File: src/rtl/mips_pkg.sv
// Shared encodings for the multicycle MIPS control path: FSM states, opcode/funct
// constants, ALU operation codes and mux select values.
package mips_pkg;

    typedef enum logic [3:0] {
        S_FETCH, S_DECODE, S_MEM_ADR, S_MEM_RD, S_MEM_WB, S_MEM_WR,
        S_R_EXE, S_R_WB, S_I_EXE, S_I_WB, S_BEQ, S_JMP
    } state_e;

    localparam logic [5:0] OP_RTYPE = 6'h00;
    localparam logic [5:0] OP_J     = 6'h02;
    localparam logic [5:0] OP_BEQ   = 6'h04;
    localparam logic [5:0] OP_ADDI  = 6'h08;
    localparam logic [5:0] OP_LW    = 6'h23;
    localparam logic [5:0] OP_SW    = 6'h2B;

    localparam logic [5:0] FN_ADD = 6'h20;
    localparam logic [5:0] FN_SUB = 6'h22;
    localparam logic [5:0] FN_AND = 6'h24;
    localparam logic [5:0] FN_OR  = 6'h25;
    localparam logic [5:0] FN_SLT = 6'h2A;

    localparam logic [2:0] ALU_ADD = 3'b000;
    localparam logic [2:0] ALU_SUB = 3'b001;
    localparam logic [2:0] ALU_AND = 3'b010;
    localparam logic [2:0] ALU_OR  = 3'b011;
    localparam logic [2:0] ALU_SLT = 3'b100;

    localparam logic [1:0] PCSRC_ALU    = 2'b00;
    localparam logic [1:0] PCSRC_ALUOUT = 2'b01;
    localparam logic [1:0] PCSRC_JUMP   = 2'b10;

    localparam logic [1:0] ALUB_REG  = 2'b00;
    localparam logic [1:0] ALUB_FOUR = 2'b01;
    localparam logic [1:0] ALUB_IMM  = 2'b10;
    localparam logic [1:0] ALUB_IMM4 = 2'b11;

    typedef struct packed {
        logic       pc_wr;
        logic       pc_wr_cond;
        logic [1:0] pc_src;
        logic       iord;
        logic       mem_rd;
        logic       mem_wr;
        logic       ir_wr;
        logic       reg_wr;
        logic       reg_dst;
        logic       mem_to_reg;
        logic       alu_src_a;
        logic [1:0] alu_src_b;
        logic [2:0] alu_ctrl;
        logic       illegal;
    } ctl_t;

    function automatic logic op_known(input logic [5:0] op);
        return (op == OP_RTYPE) || (op == OP_J) || (op == OP_BEQ) ||
               (op == OP_ADDI) || (op == OP_LW) || (op == OP_SW);
    endfunction

endpackage

File: src/rtl/mc_alu_dec.sv
// R-type funct field to ALU operation decode; valid is low for unsupported functs.
module mc_alu_dec
    import mips_pkg::*;
(
    input  logic [5:0] funct_i,
    output logic [2:0] alu_ctrl_o,
    output logic       valid_o
);

    always_comb begin
        alu_ctrl_o = ALU_ADD;
        valid_o    = 1'b1;
        case (funct_i)
            FN_ADD:  alu_ctrl_o = ALU_ADD;
            FN_SUB:  alu_ctrl_o = ALU_SUB;
            FN_AND:  alu_ctrl_o = ALU_AND;
            FN_OR:   alu_ctrl_o = ALU_OR;
            FN_SLT:  alu_ctrl_o = ALU_SLT;
            default: valid_o    = 1'b0;
        endcase
    end

endmodule

File: src/rtl/mc_ctrl.sv
// Multicycle MIPS control FSM: Moore control decode per state plus a
// retired-instruction counter. All controls are forced low while in reset.
module mc_ctrl
    import mips_pkg::*;
#(
    parameter int CNT_W = 32
) (
    input  logic             clk,
    input  logic             rst_n,
    input  logic [5:0]       op,
    input  logic [5:0]       funct,
    input  logic             zero,
    output logic             pc_wr,
    output logic             pc_wr_cond,
    output logic [1:0]       pc_src,
    output logic             iord,
    output logic             mem_rd,
    output logic             mem_wr,
    output logic             ir_wr,
    output logic             reg_wr,
    output logic             reg_dst,
    output logic             mem_to_reg,
    output logic             alu_src_a,
    output logic [1:0]       alu_src_b,
    output logic [2:0]       alu_ctrl,
    output logic             illegal,
    output logic [CNT_W-1:0] retired
);

    state_e           state_q, state_d;
    logic [CNT_W-1:0] retired_q;
    ctl_t             ctl, ctl_o;
    logic [2:0]       fn_alu;
    logic             fn_ok;
    logic             retire;

    // zero qualifies the PC write in the datapath, not here
    logic unused_zero;
    assign unused_zero = zero;

    mc_alu_dec u_alu_dec (
        .funct_i    (funct),
        .alu_ctrl_o (fn_alu),
        .valid_o    (fn_ok)
    );

    always_comb begin
        ctl     = '0;
        state_d = S_FETCH;
        case (state_q)
            S_FETCH: begin
                ctl.mem_rd    = 1'b1;
                ctl.ir_wr     = 1'b1;
                ctl.alu_src_b = ALUB_FOUR;
                ctl.alu_ctrl  = ALU_ADD;
                ctl.pc_src    = PCSRC_ALU;
                ctl.pc_wr     = 1'b1;
                state_d       = S_DECODE;
            end
            S_DECODE: begin
                ctl.alu_src_b = ALUB_IMM4;
                ctl.alu_ctrl  = ALU_ADD;
                ctl.illegal   = !op_known(op);
                case (op)
                    OP_LW, OP_SW: state_d = S_MEM_ADR;
                    OP_RTYPE:     state_d = S_R_EXE;
                    OP_ADDI:      state_d = S_I_EXE;
                    OP_BEQ:       state_d = S_BEQ;
                    OP_J:         state_d = S_JMP;
                    default:      state_d = S_FETCH;
                endcase
            end
            S_MEM_ADR: begin
                ctl.alu_src_a = 1'b1;
                ctl.alu_src_b = ALUB_IMM;
                ctl.alu_ctrl  = ALU_ADD;
                state_d       = (op == OP_SW) ? S_MEM_WR : S_MEM_RD;
            end
            S_MEM_RD: begin
                ctl.mem_rd = 1'b1;
                ctl.iord   = 1'b1;
                state_d    = S_MEM_WB;
            end
            S_MEM_WB: begin
                ctl.reg_wr     = 1'b1;
                ctl.mem_to_reg = 1'b1;
            end
            S_MEM_WR: begin
                ctl.mem_wr = 1'b1;
                ctl.iord   = 1'b1;
            end
            S_R_EXE: begin
                ctl.alu_src_a = 1'b1;
                ctl.alu_src_b = ALUB_REG;
                ctl.alu_ctrl  = fn_alu;
                ctl.illegal   = !fn_ok;
                state_d       = fn_ok ? S_R_WB : S_FETCH;
            end
            S_R_WB: begin
                ctl.reg_wr  = 1'b1;
                ctl.reg_dst = 1'b1;
            end
            S_I_EXE: begin
                ctl.alu_src_a = 1'b1;
                ctl.alu_src_b = ALUB_IMM;
                ctl.alu_ctrl  = ALU_ADD;
                state_d       = S_I_WB;
            end
            S_I_WB: ctl.reg_wr = 1'b1;
            S_BEQ: begin
                ctl.alu_src_a  = 1'b1;
                ctl.alu_src_b  = ALUB_REG;
                ctl.alu_ctrl   = ALU_SUB;
                ctl.pc_wr_cond = 1'b1;
                ctl.pc_src     = PCSRC_ALUOUT;
            end
            S_JMP: begin
                ctl.pc_wr  = 1'b1;
                ctl.pc_src = PCSRC_JUMP;
            end
            default: state_d = S_FETCH;
        endcase
    end

    assign retire = (state_q == S_MEM_WB) || (state_q == S_MEM_WR) ||
                    (state_q == S_R_WB)   || (state_q == S_I_WB)   ||
                    (state_q == S_BEQ)    || (state_q == S_JMP);

    always_ff @(posedge clk or negedge rst_n) begin
        if (!rst_n) begin
            state_q   <= S_FETCH;
            retired_q <= '0;
        end else begin
            state_q <= state_d;
            if (retire) retired_q <= retired_q + 1'b1;
        end
    end

    // FETCH would otherwise drive its strobes while reset is held
    assign ctl_o = rst_n ? ctl : '0;

    assign pc_wr      = ctl_o.pc_wr;
    assign pc_wr_cond = ctl_o.pc_wr_cond;
    assign pc_src     = ctl_o.pc_src;
    assign iord       = ctl_o.iord;
    assign mem_rd     = ctl_o.mem_rd;
    assign mem_wr     = ctl_o.mem_wr;
    assign ir_wr      = ctl_o.ir_wr;
    assign reg_wr     = ctl_o.reg_wr;
    assign reg_dst    = ctl_o.reg_dst;
    assign mem_to_reg = ctl_o.mem_to_reg;
    assign alu_src_a  = ctl_o.alu_src_a;
    assign alu_src_b  = ctl_o.alu_src_b;
    assign alu_ctrl   = ctl_o.alu_ctrl;
    assign illegal    = ctl_o.illegal;
    assign retired    = retired_q;

endmodule

File: config.mk
export PLATFORM = sky130hd
export DESIGN_NAME = mc_ctrl
export DESIGN_NICKNAME = d
export VERILOG_FILES = /design/src/rtl/mips_pkg.sv /design/src/rtl/mc_alu_dec.sv /design/src/rtl/mc_ctrl.sv
export SDC_FILE = /design/constraint.sdc
export NUM_CORES = 1
export LEC_CHECK = 0
export CAP_MARGIN = 25
export CORE_ASPECT_RATIO = 1.75
export CORE_UTILIZATION = 50
export DETAILED_ROUTE_END_ITERATION = 12
export GPL_ROUTABILITY_DRIVEN = 0
export GPL_TIMING_DRIVEN = 0
export HOLD_SLACK_MARGIN = 0.06
export MAX_ROUTING_LAYER = met4
export PLACE_DENSITY = 0.82
export RECOVER_POWER = 50
export SLEW_MARGIN = 20
export SYNTH_ARGS = -nofsm -noshare
export SYNTH_HDL_FRONTEND = slang
export SYNTH_SLANG_ARGS = --single-unit
export TNS_END_PERCENT = 50
File: constraint.sdc
create_clock -name clk -period 5 [get_ports clk]
set_clock_uncertainty 0.1 [all_clocks]
set_input_delay 1 -clock clk [delete_from_list [all_inputs] [get_ports clk]]
set_output_delay 1 -clock clk [all_outputs]
set_load 0.01 [all_outputs]
# Word level (Yosys, flattened, before mapping)
# Index checks and enable logic that the tools add are counted.
dict set report word_totals {
  input_bits 15
  reg_bits 36
  elab_cells 66
  output_inout_bits 50
}
dict set report op_classes {
  n_reduce_logical 22
  n_eq_ne 21
  muxes 20
  addsub 1
}
# operator count
set ops {}
lappend ops {{== test 6 bit (second input constant)} 7}
lappend ops {{adder 32 x 1 -> 32 bit (second input constant)} 1}
lappend ops {{case mux 5 bit (5 select lines)} 1}
lappend ops {{case mux 4 bit (6 select lines)} 1}
lappend ops {{case mux 4 bit (5 select lines)} 1}
lappend ops {{2-to-1 mux 18 bit} 1}
lappend ops {{== test 4 x 3 -> 1 bit (second input constant)} 4}
lappend ops {{== test 4 bit (second input constant)} 4}
lappend ops {{case mux 3 bit (4 select lines)} 1}
lappend ops {{2-to-1 mux 1 bit} 11}
lappend ops {{logical OR 1 bit} 10}
lappend ops {{OR reduction 2 bit} 5}
lappend ops {{== test 4 x 2 -> 1 bit (second input constant)} 2}
lappend ops {{== test 6 x 2 -> 1 bit (second input constant)} 1}
lappend ops {{== test 6 x 3 -> 1 bit (second input constant)} 1}
lappend ops {{== test 6 x 4 -> 1 bit (second input constant)} 1}
lappend ops {{zero test 6 bit} 1}
lappend ops {{2-to-1 mux 3 bit} 2}
lappend ops {{OR reduction 5 bit} 1}
lappend ops {{== test 4 x 1 -> 1 bit (second input constant)} 1}
lappend ops {{zero test 4 bit} 1}
lappend ops {{case mux 2 bit (2 select lines)} 1}
lappend ops {{OR reduction 4 bit} 1}
lappend ops {{OR reduction 3 bit} 1}
lappend ops {{2 further kinds} 3}

# Longest topological paths before layout
dict set report logic_depth {
  depth_word 9
  mapped_depth 6
  depth_no_buf 5
}

# By module
# A second synthesis with hierarchy kept.
dict set report hier_totals {
  hier_cells 217
  hier_area_um2 2069.5
}
# module area_each_um2 seq_area_each_um2 n_inst cells_per_inst
set modules_own_cells {}
lappend modules_own_cells {mc_ctrl 1985.7 900.9 1 207}
lappend modules_own_cells {mc_alu_dec 83.8 0.0 1 10}

# Worst setup path before layout
# No wires, ideal clock.
dict set report synth_timing {
  kind {input to output}
  from {input port funct[0]}
  to {output port illegal}
  setup_slack_ns 2.061
  n_path_buf 0
  t_arrival_ns 1.839
  required_ns 3.900
  cell_stages 3
  path_cell_list {or2_2 -> a221oi_1 -> o21ai_0}
}
dict set report synth_between {
  elab_chain_cells 6
  word_cells_on_any_way 10
  cone_classes {eq/ne (5); mux (3); reduce/logical (2)}
}
# item line
set synth_lines {}
lappend synth_lines {{start: declaration} mc_ctrl.sv:11} ;# input logic [5:0] funct,
lappend synth_lines {{== test 6 bit} mc_alu_dec.sv:13} ;# case (funct_i)
lappend synth_lines {{OR reduction 5 bit (no line) (*)} n/a}
lappend synth_lines {{2-to-1 mux 1 bit (*)} mc_alu_dec.sv:13}
lappend synth_lines {{zero test 1 bit (*)} mc_ctrl.sv:96} ;# ctl.illegal = !fn_ok;
lappend synth_lines {{case mux 1 bit (2 select lines) (*)} mc_ctrl.sv:50} ;# case (state_q)
lappend synth_lines {{2-to-1 mux 18 bit (*)} mc_ctrl.sv:140} ;# assign ctl_o = rst_n ? ctl : '0;
lappend synth_lines {{end: declaration} mc_ctrl.sv:26} ;# output logic illegal,
# Mark *: on every way between the ends. The rest lies on a longest branch, timed or not.

# Worst setup path in the final report
# Ends and elaborated chain as after synthesis.

==> results.cfg <==
[outcome]
status = completed

[route]
drt_first_pass_iters = 4
drt_iter0_drc = 58
viasPerCell = 6.047
remaining_drc_errors = 0
wl_per_cell_um = 16.22
vias = 2050
drt-total-wl_mm = 5.500
ant_nets = 0

[setup_path]
critPathLaunchType = primary input
reg2reg_from = state_q[2]
r2r_cells = 6
required_ns = 3.90
crit_arrival_ns = 2.96
path_max_fanout = 3
r2r_setup_slack_ns = 2.38
critPathCaptureType = output port
worstReg2RegEnd = retired[21]
critPathKind = primary input to output port

[floorplan]
num_rows = 30
initial_utilization = 0.5343
pin_count = 65
core_um2 = 3941
die_w_um = 51.06
die_h_um = 87.85
dieArea_um2 = 4485

[synth]
ys.flop_type = dfrtp_1
synth_nets = 235
yosysSeqAreaShare = 0.4278
syn-cell-area_um2 = 2106
yosysWarningCount = 0
synth.distinct_cells = 39
synth_edf_count = 0
syn_avg_cell_area_um2 = 9.615
ys_ff_latch = 36
async_flop_share = 1.000
postSynthCellCount = 219

[timing]
fin_hold_ws_ns = 0.3963
maxSlewViolCount = 0
finalHoldViolations = 0
worst_slack_ns = 0.9372
setup_violations = 0
slew_headroom = 0.2429
max_clock_freq_mhz = 246.1
post-route-period-util = 0.8126
rsz0062_at_grt = false
min_period_ns = 4.063
tightest_slew_ns = 1.136

[global_routing]
antenna_found_initial = 0
grt_pass1_vias = 2064
grt_usage = 0.2775
grt_max_degree = 23
grt_pass1_wl_mm = 9.052
overflow = 0

[clocking]
cts.clk_slew.worst_paths_ns = 0.07
clock-root-buffer = clkbuf_8
clock_sinks = 36
h-tree-depth = 2
post-cts-setup-buffers = 0
cts_tree = done
ctsResizeCount = 0
cts.path.max_buffers = 2
numCtsBuffers = 5
clk-insertion-delay-late_ns = 0.28
postCtsHoldBufs = 0

[placement]
hpwl_mm = 4.239
dpl.cell_count = 331
numPortBuffers = 63
place_ws_ns = 0.9643

[layout]
final-seq-area_um2 = 900.9
fin_nets = 306
drive_above_1_share = 0.04467
syn_to_final_growth_pct = 35.23
fillers = 328
multi_input_area_um2 = 1086
diodes = 0
fin_cells = 339

[worst_hold_path]
min_to = retired[31]
min_path_cells = 1
min_path_type = flop to flop
min-delay-start = retired[31]

[job]
cap_violations = 0

[power_and_ir_drop]
leakage_nw = 1.120
p_per_area_nw_per_um2 = 304.6
ir_worst_vdd_mv = 0.2193
## routing by layer
layer | track usage | vias up | routed length [um]
met3 | 0.03646 | 12 | 269
li1 | - | 940 | -
met1 | 0.2727 | 997 | 1962
met4 | 0.1187 | 0 | 139
met5 | - | - | 0
met2 | 0.5239 | 101 | 3128
## layout make-up
class / instances / area share
Buffer: 13 / 0.01933
Clock buffer: 8 / 0.03163
Inverter: 7 / 0.009227
Multi-Input combinational cell: 163 / 0.3814
Sequential cell: 36 / 0.3163
Tap cell: 48 / 0.02109
Timing Repair Buffer: 64 / 0.2210
## power by group
part	total (mW)	switching [mW]	leakage (nW)	internal, mW
logic	0.311	0.164	0.582	0.147
clock network	0.207	0.0951	0.0455	0.112
registers	0.349	0.0309	0.493	0.318
total	0.867	0.290	1.12	0.577
## cells in the mapped netlist, types with 6 or more instances
| cell type | n | area (um^2) |
|---|---|---|
| inv_1 | 7 | 26.28 |
| nor3_1 | 11 | 55.05 |
| and3_1 | 8 | 50.05 |
| nand4_1 | 24 | 150.1 |
| o21ai_0 | 6 | 30.03 |
| and4_1 | 6 | 52.55 |
| nor4_1 | 6 | 37.54 |
| xnor2_1 | 32 | 280.3 |
| nand2_1 | 12 | 45.04 |
| nor2_1 | 7 | 26.28 |
| dfrtp_1 | 36 | 900.9 |
| nand3_1 | 8 | 40.04 |
| and2_1 | 6 | 37.54 |
## worst max-delay path, cell delays in order
cell             delay, ns
clkdlybuf4s50_1       0.45
or2_2                 0.30
a221oi_1              0.51
o21ai_0               0.19
clkdlybuf4s50_1       0.51
## stage by stage
stage                     utilization  instance area [um^2]  power (mW)  setup TNS, ns
after floorplan                     -                  2106      0.5400              0
after global placement         0.7095                  2796      0.6725         -1.549
after detailed placement       0.7152                  2819      0.6841              0
after CTS                      0.7381                  2909      0.8901              0
after global routing           0.7225                  2848      0.9126              0
final                          0.7225                  2848      0.8673              0
## cell families (layout without fill, tap and decap cells)
logic type	Yosys count	after routing	share of synthesized area
AOI/OAI and AO/OA	24	24	0.08973
xor gates and xnor gates	35	35	0.1456
adders and majority gates	1	1	0.005941
buffers and inverters	20	92	0.04456
DFF	36	36	0.4278
muxes	3	3	0.01485
and+or+nand+nor	100	100	0.2715
## layout by cell type (no fill, tap or decap), types with 3 or more instances in the layout
cell type / instances
buf_2: 3
nor3_1: 11
nand2_1: 12
nor4_1: 6
nand3_1: 8
o21ai_0: 6
clkbuf_8: 6
nor2b_1: 3
clkbuf_1: 11
nand2b_1: 5
a21oi_1: 3
nor2_1: 7
xnor2_1: 32
nand4_1: 24
and4_1: 6
xor2_1: 3
inv_1: 7
and3_1: 8
dfrtp_1: 36
clkdlybuf4s50_1: 62
and2_1: 6
## worst max path at each step
stage,start,end,slack (ns),cells past startpoint
after floorplan,funct[0],illegal,2.06,3
after global placement,rst_n,illegal,-0.42,6
after detailed placement,funct[0],illegal,0.96,5
after CTS,funct[0],illegal,0.95,5
after global routing,funct[0],illegal,0.91,5
final,funct[0],illegal,0.94,5
## flip-flops by register name (all words and copies together) (netlist names)
signal and count:
state_q 4, retired 32
No activity file was read; power rests on OpenSTA's default activity.
